### config.mk
export PLATFORM = sky130hd
export DESIGN_NAME = addsub_seq_flat
export DESIGN_NICKNAME = d
export VERILOG_FILES = /design/src/rtl/addsub_seq_pkg.sv /design/src/rtl/addsub_seq_if.sv /design/src/rtl/addsub_seq.sv /design/src/flat_wrapper.sv
export SDC_FILE = /design/constraint.sdc
export NUM_CORES = 1
export LEC_CHECK = 0
export ABC_CLOCK_PERIOD_IN_PS = 3900
export BUFFER_PORTS_ARGS = -buffer_cell sky130_fd_sc_hd__buf_2
export CAP_MARGIN = 0
export CORE_UTILIZATION = 35
export CTS_BUF_LIST = sky130_fd_sc_hd__clkbuf_4
export DETAILED_ROUTE_END_ITERATION = 10
export GPL_TIMING_DRIVEN = 0
export HOLD_SLACK_MARGIN = 0.03
export PLACE_DENSITY = 0.66
export SYNTH_ARGS = -nofsm -noshare
export SYNTH_HDL_FRONTEND = slang
export SYNTH_SLANG_ARGS = --single-unit
### constraint.sdc
create_clock -name CLK -period 3.9 [get_ports CLK]
set_input_delay 0.78 -clock CLK [delete_from_list [all_inputs] [get_ports CLK]]
set_output_delay 0.78 -clock CLK [all_outputs]
set_load 0.1 [all_outputs]
### src/rtl/addsub_seq_pkg.sv
// Shared types and constants for the multi-byte add/subtract sequencer.
package addsub_seq_pkg;

    localparam int unsigned BYTE_W = 8;

    typedef enum logic [1:0] {
        S_IDLE = 2'd0,
        S_RUN  = 2'd1,
        S_DONE = 2'd2
    } state_e;

endpackage

### src/rtl/addsub_seq_if.sv
// Control-unit / ALU-lane bundle for addsub_seq. The master side issues
// operations and hosts the ALU lane; the slave side is the sequencer.
interface addsub_seq_if
    import addsub_seq_pkg::*;
#(
    parameter int unsigned NBYTES = 4
) ();

    localparam int unsigned W = BYTE_W * NBYTES;

    logic              START;
    logic              SUB;
    logic [W-1:0]      A;
    logic [W-1:0]      B;
    logic              CISEL;
    logic              BSEL;
    logic [BYTE_W-1:0] ALU_A;
    logic [BYTE_W-1:0] ALU_B;
    logic [BYTE_W-1:0] ALU_S;
    logic              ALU_CO;
    logic              BUSY;
    logic              DONE;
    logic [W-1:0]      RESULT;
    logic              COUT;
    logic              OVF;
    logic              ZERO;

    modport master (
        output START, SUB, A, B, ALU_S, ALU_CO,
        input  CISEL, BSEL, ALU_A, ALU_B, BUSY, DONE, RESULT, COUT, OVF, ZERO
    );

    modport slave (
        input  START, SUB, A, B, ALU_S, ALU_CO,
        output CISEL, BSEL, ALU_A, ALU_B, BUSY, DONE, RESULT, COUT, OVF, ZERO
    );

endinterface

### src/rtl/addsub_seq.sv
// Multi-byte add/subtract sequencer: streams operand bytes LSB-first through an
// external 8-bit ALU lane, chains carry between bytes and assembles the result
// plus COUT/OVF/ZERO flags.
module addsub_seq
    import addsub_seq_pkg::*;
#(
    parameter int unsigned NBYTES = 4
) (
    input logic         CLK,
    input logic         RST_N,
    addsub_seq_if.slave bus
);

    localparam int unsigned W  = BYTE_W * NBYTES;
    localparam int unsigned IW = $clog2(NBYTES);
    localparam logic [IW-1:0] LAST_IDX = IW'(NBYTES - 1);

    state_e            state_q;
    logic [IW-1:0]     idx_q;
    logic [W-1:0]      a_q;
    logic [W-1:0]      b_q;
    logic              sub_q;
    logic [W-1:0]      result_q;
    logic              cout_q;
    logic              ovf_q;
    logic              zero_q;
    logic              cisel_q;
    logic              bsel_q;
    logic [BYTE_W-1:0] alu_a_q;
    logic [BYTE_W-1:0] alu_b_q;
    logic              busy_q;
    logic              done_q;

    logic [W-1:0]      result_d;
    logic [IW-1:0]     idx_d;
    logic              last_byte;
    logic              ovf_d;

    // Result with the current ALU byte merged in, next byte index and overflow of the top byte.
    always_comb begin
        result_d = result_q;
        result_d[BYTE_W*idx_q +: BYTE_W] = bus.ALU_S;
        idx_d     = idx_q + 1'b1;
        last_byte = (idx_q == LAST_IDX);
        ovf_d     = (a_q[W-1] ~^ (b_q[W-1] ^ sub_q)) & (a_q[W-1] ^ bus.ALU_S[BYTE_W-1]);
    end

    // Sequencer FSM. ALU-lane drives are registered one byte ahead, so cisel_q
    // doubles as the inter-byte carry register once the first byte has gone out.
    always_ff @(posedge CLK) begin
        if (!RST_N) begin
            state_q  <= S_IDLE;
            idx_q    <= '0;
            a_q      <= '0;
            b_q      <= '0;
            sub_q    <= 1'b0;
            result_q <= '0;
            cout_q   <= 1'b0;
            ovf_q    <= 1'b0;
            zero_q   <= 1'b0;
            cisel_q  <= 1'b0;
            bsel_q   <= 1'b0;
            alu_a_q  <= '0;
            alu_b_q  <= '0;
            busy_q   <= 1'b0;
            done_q   <= 1'b0;
        end else begin
            case (state_q)
                S_IDLE, S_DONE: begin
                    done_q <= 1'b0;
                    if (bus.START) begin
                        state_q  <= S_RUN;
                        idx_q    <= '0;
                        a_q      <= bus.A;
                        b_q      <= bus.B;
                        sub_q    <= bus.SUB;
                        result_q <= '0;
                        cout_q   <= 1'b0;
                        ovf_q    <= 1'b0;
                        zero_q   <= 1'b0;
                        cisel_q  <= bus.SUB;
                        bsel_q   <= bus.SUB;
                        alu_a_q  <= bus.A[BYTE_W-1:0];
                        alu_b_q  <= bus.B[BYTE_W-1:0];
                        busy_q   <= 1'b1;
                    end else begin
                        state_q <= S_IDLE;
                    end
                end
                S_RUN: begin
                    result_q <= result_d;
                    if (last_byte) begin
                        state_q <= S_DONE;
                        idx_q   <= '0;
                        cout_q  <= bus.ALU_CO;
                        ovf_q   <= ovf_d;
                        zero_q  <= (result_d == '0);
                        cisel_q <= 1'b0;
                        bsel_q  <= 1'b0;
                        alu_a_q <= '0;
                        alu_b_q <= '0;
                        busy_q  <= 1'b0;
                        done_q  <= 1'b1;
                    end else begin
                        idx_q   <= idx_d;
                        cisel_q <= bus.ALU_CO;
                        alu_a_q <= a_q[BYTE_W*idx_d +: BYTE_W];
                        alu_b_q <= b_q[BYTE_W*idx_d +: BYTE_W];
                    end
                end
                default: begin
                    state_q <= S_IDLE;
                    busy_q  <= 1'b0;
                    done_q  <= 1'b0;
                end
            endcase
        end
    end

    assign bus.CISEL  = cisel_q;
    assign bus.BSEL   = bsel_q;
    assign bus.ALU_A  = alu_a_q;
    assign bus.ALU_B  = alu_b_q;
    assign bus.BUSY   = busy_q;
    assign bus.DONE   = done_q;
    assign bus.RESULT = result_q;
    assign bus.COUT   = cout_q;
    assign bus.OVF    = ovf_q;
    assign bus.ZERO   = zero_q;

endmodule
### src/flat_wrapper.sv
// flat-port wrapper written by rule: the top's interface ports become plain ports
module addsub_seq_flat import addsub_seq_pkg::*;
#(
    parameter int unsigned NBYTES = 4
)
  (CLK, RST_N, bus_START, bus_SUB, bus_A, bus_B, bus_ALU_S, bus_ALU_CO, bus_CISEL, bus_BSEL, bus_ALU_A, bus_ALU_B, bus_BUSY, bus_DONE, bus_RESULT, bus_COUT, bus_OVF, bus_ZERO);
  addsub_seq_if #(.NBYTES(NBYTES)) bus_i ();
  input logic CLK;
  input logic RST_N;
  input wire logic [$bits(bus_i.START)-1:0] bus_START;
  input wire logic [$bits(bus_i.SUB)-1:0] bus_SUB;
  input wire logic [$bits(bus_i.A)-1:0] bus_A;
  input wire logic [$bits(bus_i.B)-1:0] bus_B;
  input wire logic [$bits(bus_i.ALU_S)-1:0] bus_ALU_S;
  input wire logic [$bits(bus_i.ALU_CO)-1:0] bus_ALU_CO;
  output wire logic [$bits(bus_i.CISEL)-1:0] bus_CISEL;
  output wire logic [$bits(bus_i.BSEL)-1:0] bus_BSEL;
  output wire logic [$bits(bus_i.ALU_A)-1:0] bus_ALU_A;
  output wire logic [$bits(bus_i.ALU_B)-1:0] bus_ALU_B;
  output wire logic [$bits(bus_i.BUSY)-1:0] bus_BUSY;
  output wire logic [$bits(bus_i.DONE)-1:0] bus_DONE;
  output wire logic [$bits(bus_i.RESULT)-1:0] bus_RESULT;
  output wire logic [$bits(bus_i.COUT)-1:0] bus_COUT;
  output wire logic [$bits(bus_i.OVF)-1:0] bus_OVF;
  output wire logic [$bits(bus_i.ZERO)-1:0] bus_ZERO;
  assign bus_i.START = bus_START;
  assign bus_i.SUB = bus_SUB;
  assign bus_i.A = bus_A;
  assign bus_i.B = bus_B;
  assign bus_i.ALU_S = bus_ALU_S;
  assign bus_i.ALU_CO = bus_ALU_CO;
  assign bus_CISEL = bus_i.CISEL;
  assign bus_BSEL = bus_i.BSEL;
  assign bus_ALU_A = bus_i.ALU_A;
  assign bus_ALU_B = bus_i.ALU_B;
  assign bus_BUSY = bus_i.BUSY;
  assign bus_DONE = bus_i.DONE;
  assign bus_RESULT = bus_i.RESULT;
  assign bus_COUT = bus_i.COUT;
  assign bus_OVF = bus_i.OVF;
  assign bus_ZERO = bus_i.ZERO;
  addsub_seq #(.NBYTES(NBYTES)) u_core (.CLK(CLK), .RST_N(RST_N), .bus(bus_i));
endmodule
==> impl_metrics.tcl <==
set metrics [dict create \
    status "finished, final reports clean" \
    path_depth 7 \
    gp_congestion 0.886 \
    syn-instance-count 542 \
    die_area_um2 15100 \
    netlist.area_leader.share 0.486 \
    ys.flop_type "dfxtp_1" \
    syn_avg_cell_area_um2 9.42 \
    coreArea_um2 14000 \
    synthTopCellsByArea "dfxtp_1 (49%), nand2_1 (11%), a21boi_0 (10%), mux4_2 (7.1%), a22o_1 (5.5%)" \
    antenna_found_initial 0 \
    grt_pass1_wl_um 24100 \
    crit_fanout 10 \
    peakVddDrop_mv 0.259 \
    track_usage 0.215 \
    drtIter0Drc 395 \
    clk_pin_slew_ns 0.11 \
    post_cts_resized 0 \
    setup_viol 0 \
    p_leak_uw 0.00261 \
    power.total_uw 2780 \
    clock.fmax_ghz 0.378 \
    finalHoldViolCount 0 \
    async_flop_share 0 \
    synth.distinct_cells 35 \
    num_rows 43 \
    antenna_cells 0 \
    ios 132 \
    path_class "reg -> reg" \
    yosysWarnings 0 \
    period_share 0.678 \
    clock-sinks 124 \
    synthesis.area_um2 5110 \
    worst-path-buf-inv 3 \
    synth_edf_count 0 \
    cts_buffer_depth 2 \
    die_y_um 123 \
    first_pass_iters 5 \
    relSlewSlack 0.463 \
    wire_per_inst_um 17.5 \
    rsz0062_at_grt "false" \
    final_nets 774 \
    grt.overflow.total 0 \
    area_delta_synth_final_pct 22.6 \
    ys_seq_area_frac 0.486 \
    final_max_slew_viol_count 0 \
    finalWirelength_um 15400 \
    r2r_cells 7 \
    cpPeakStageDelay_ns 0.54 \
    tightestPinTransition_ns 0.802 \
    fin_tns_setup_ns 0 \
    drt-vias-per-instance 5.28 \
    yosys.area.top_type "dfxtp_1" \
    syn-num-nets 625 \
    slowest_stage "mux4_2" \
    fillCellCount 1373 \
    post-route-min-period_ns 2.64 \
    grt_max_degree 17 \
    path_cells "buf_2 > inv_1 > ha_1 > buf_6 > mux4_2 > a222oi_1 > nor2b_1" \
    insertion_delay_ns 0.55 \
    holdPathStages 2 \
    required_ns 4.34 \
    grt_pass1_vias 4622 \
    start_util 0.364 \
    numCtsBuffers 17 \
    drive_gt1_frac 0.271 \
    cap_viol_max_count 0 \
    htreeDepth 4 \
    seqCellArea_um2 2480 \
    hold_buffers 0 \
    hp-class "reg -> reg" \
    drcViolationCount 0 \
    cp_top_family "buffers and inverters" \
    cts_tree "built" \
    multi_input_area_um2 2450 \
    crit_arrival_ns 3.08 \
    start_kind "flip-flop" \
    cp-end-kind "flip-flop" \
    dp_hpwl_um 11200 \
    p_per_area_nw_per_um2 443 \
    ant_nets 0 \
    vias 4666 \
    synth.ff_latch_count 124 \
    skew_ns 0.0227 \
    die_x_um 123 \
    io_buffer_count 130 \
    ctsRootBufferMaster "clkbuf_4" \
    post_cts.repair.setup_buffers 0 \
]
## where the power goes
group          internal, uW  switching (uW)
clock                   430             482
combinational           155             344
sequential             1330            37.4
## worst paths after layout
path                   startpoint                  end  slack [ns]
hold reg to reg     u_core.b_q[4]        u_core.b_q[4]        0.47
setup / recovery  u_core.idx_q[0]  u_core.bus.ALU_A[4]        1.26
setup reg to reg  u_core.idx_q[0]  u_core.bus.ALU_A[4]        1.26
hold / removal      u_core.b_q[4]        u_core.b_q[4]        0.47
## worst reg2reg max path, cell delays in order, from the launching register on
cell      delay (ns)
dfxtp_1         0.45
buf_2           0.32
inv_1           0.17
ha_1            0.44
buf_6           0.24
mux4_2          0.54
a222oi_1        0.31
nor2b_1         0.08
## layout make-up
cell class / instances / share of cell area
clock inverters: 15 / 0.0244
inverters: 2 / 0.00120
plain buffers: 37 / 0.0272
flip-flops and latches: 124 / 0.396
clock buffers: 17 / 0.0204
repair buffers: 130 / 0.104
multi-input cells: 379 / 0.391
well taps: 180 / 0.0360
## layer usage
metal  part of all wire  up-vias  track usage
met5                  0        -            0
met4              0.017        0       0.0755
met3              0.080       27       0.0562
met2               0.46      203        0.349
met1               0.45     2224        0.275
li1                   -     2212            -
## flip-flops by register name, indices dropped and copies added, names as in the netlist
signal             flops
u_core.bus.ALU_A       8
u_core.bus.ALU_B       8
u_core.bus.DONE        1
u_core.bus.OVF         1
u_core.sub_q           1
u_core.bus.RESULT     32
u_core.bus.COUT        1
u_core.bus.CISEL       1
u_core.b_q            32
u_core.bus.BUSY        1
u_core.state_q         2
u_core.bus.BSEL        1
u_core.bus.ZERO        1
u_core.idx_q           2
u_core.a_q            32
## cells in the final DEF (no fill, tap or decap), types with 2 or more instances in the layout
| cell type | netlist | final |
|---|---|---|
| buf_2 | 16 | 146 |
| nand2_1 | 144 | 144 |
| dfxtp_1 | 124 | 124 |
| a21boi_0 | 68 | 68 |
| a21oi_1 | 34 | 34 |
| a22o_1 | 32 | 32 |
| nor2b_1 | 24 | 24 |
| clkbuf_4 | 0 | 17 |
| mux4_2 | 16 | 16 |
| clkbuf_1 | 12 | 12 |
| nor2_1 | 9 | 9 |
| nor4_1 | 9 | 9 |
| buf_1 | 7 | 7 |
| a222oi_1 | 7 | 7 |
| ha_1 | 6 | 6 |
| clkinv_1 | 0 | 6 |
| nand3_1 | 4 | 4 |
| nand4_1 | 3 | 3 |
| o21ai_0 | 3 | 3 |
| nor3_1 | 3 | 3 |
| a22oi_1 | 3 | 3 |
| bufinv_16 | 0 | 3 |
| clkinv_2 | 0 | 3 |
| inv_1 | 2 | 2 |
| nand2b_1 | 2 | 2 |
## Yosys cell counts (all sizes together) (6+ instances only)
| library cell | n |
|---|---|
| a22o | 32 |
| a222oi | 7 |
| buf | 25 |
| dfxtp | 124 |
| ha | 6 |
| a21oi | 34 |
| nand2 | 144 |
| nor4 | 9 |
| nor2 | 9 |
| mux4 | 16 |
| a21boi | 68 |
| nor2b | 24 |
| clkbuf | 12 |
## through the flow
step | hold WS [ns] | setup slack, ns | utilization | instances | instance area, um^2
2_1_floorplan | 0.440 | 1.65 | - | 542 | 5110
3_3_place_gp | 0.448 | 1.27 | 0.426 | 852 | 5980
3_5_place_dp | 0.455 | 1.20 | 0.426 | 852 | 5980
4_1_cts | 0.445 | 1.18 | 0.446 | 884 | 6260
5_1_grt | 0.437 | 0.960 | 0.446 | 884 | 6260
6_report | 0.470 | 1.26 | 0.446 | 884 | 6260
## kinds of logic (layout without fill, tap and decap cells)
family | Yosys count | after routing | synth area share
mux | 16 | 16 | 0.0706
flops | 124 | 124 | 0.486
xor+xnor | 1 | 1 | 0.00172
fa+ha+maj | 6 | 6 | 0.0147
compound gates | 151 | 151 | 0.215
simple gates | 205 | 205 | 0.177
buf+inv | 39 | 201 | 0.0348
Power figures use the tool's default switching activity.
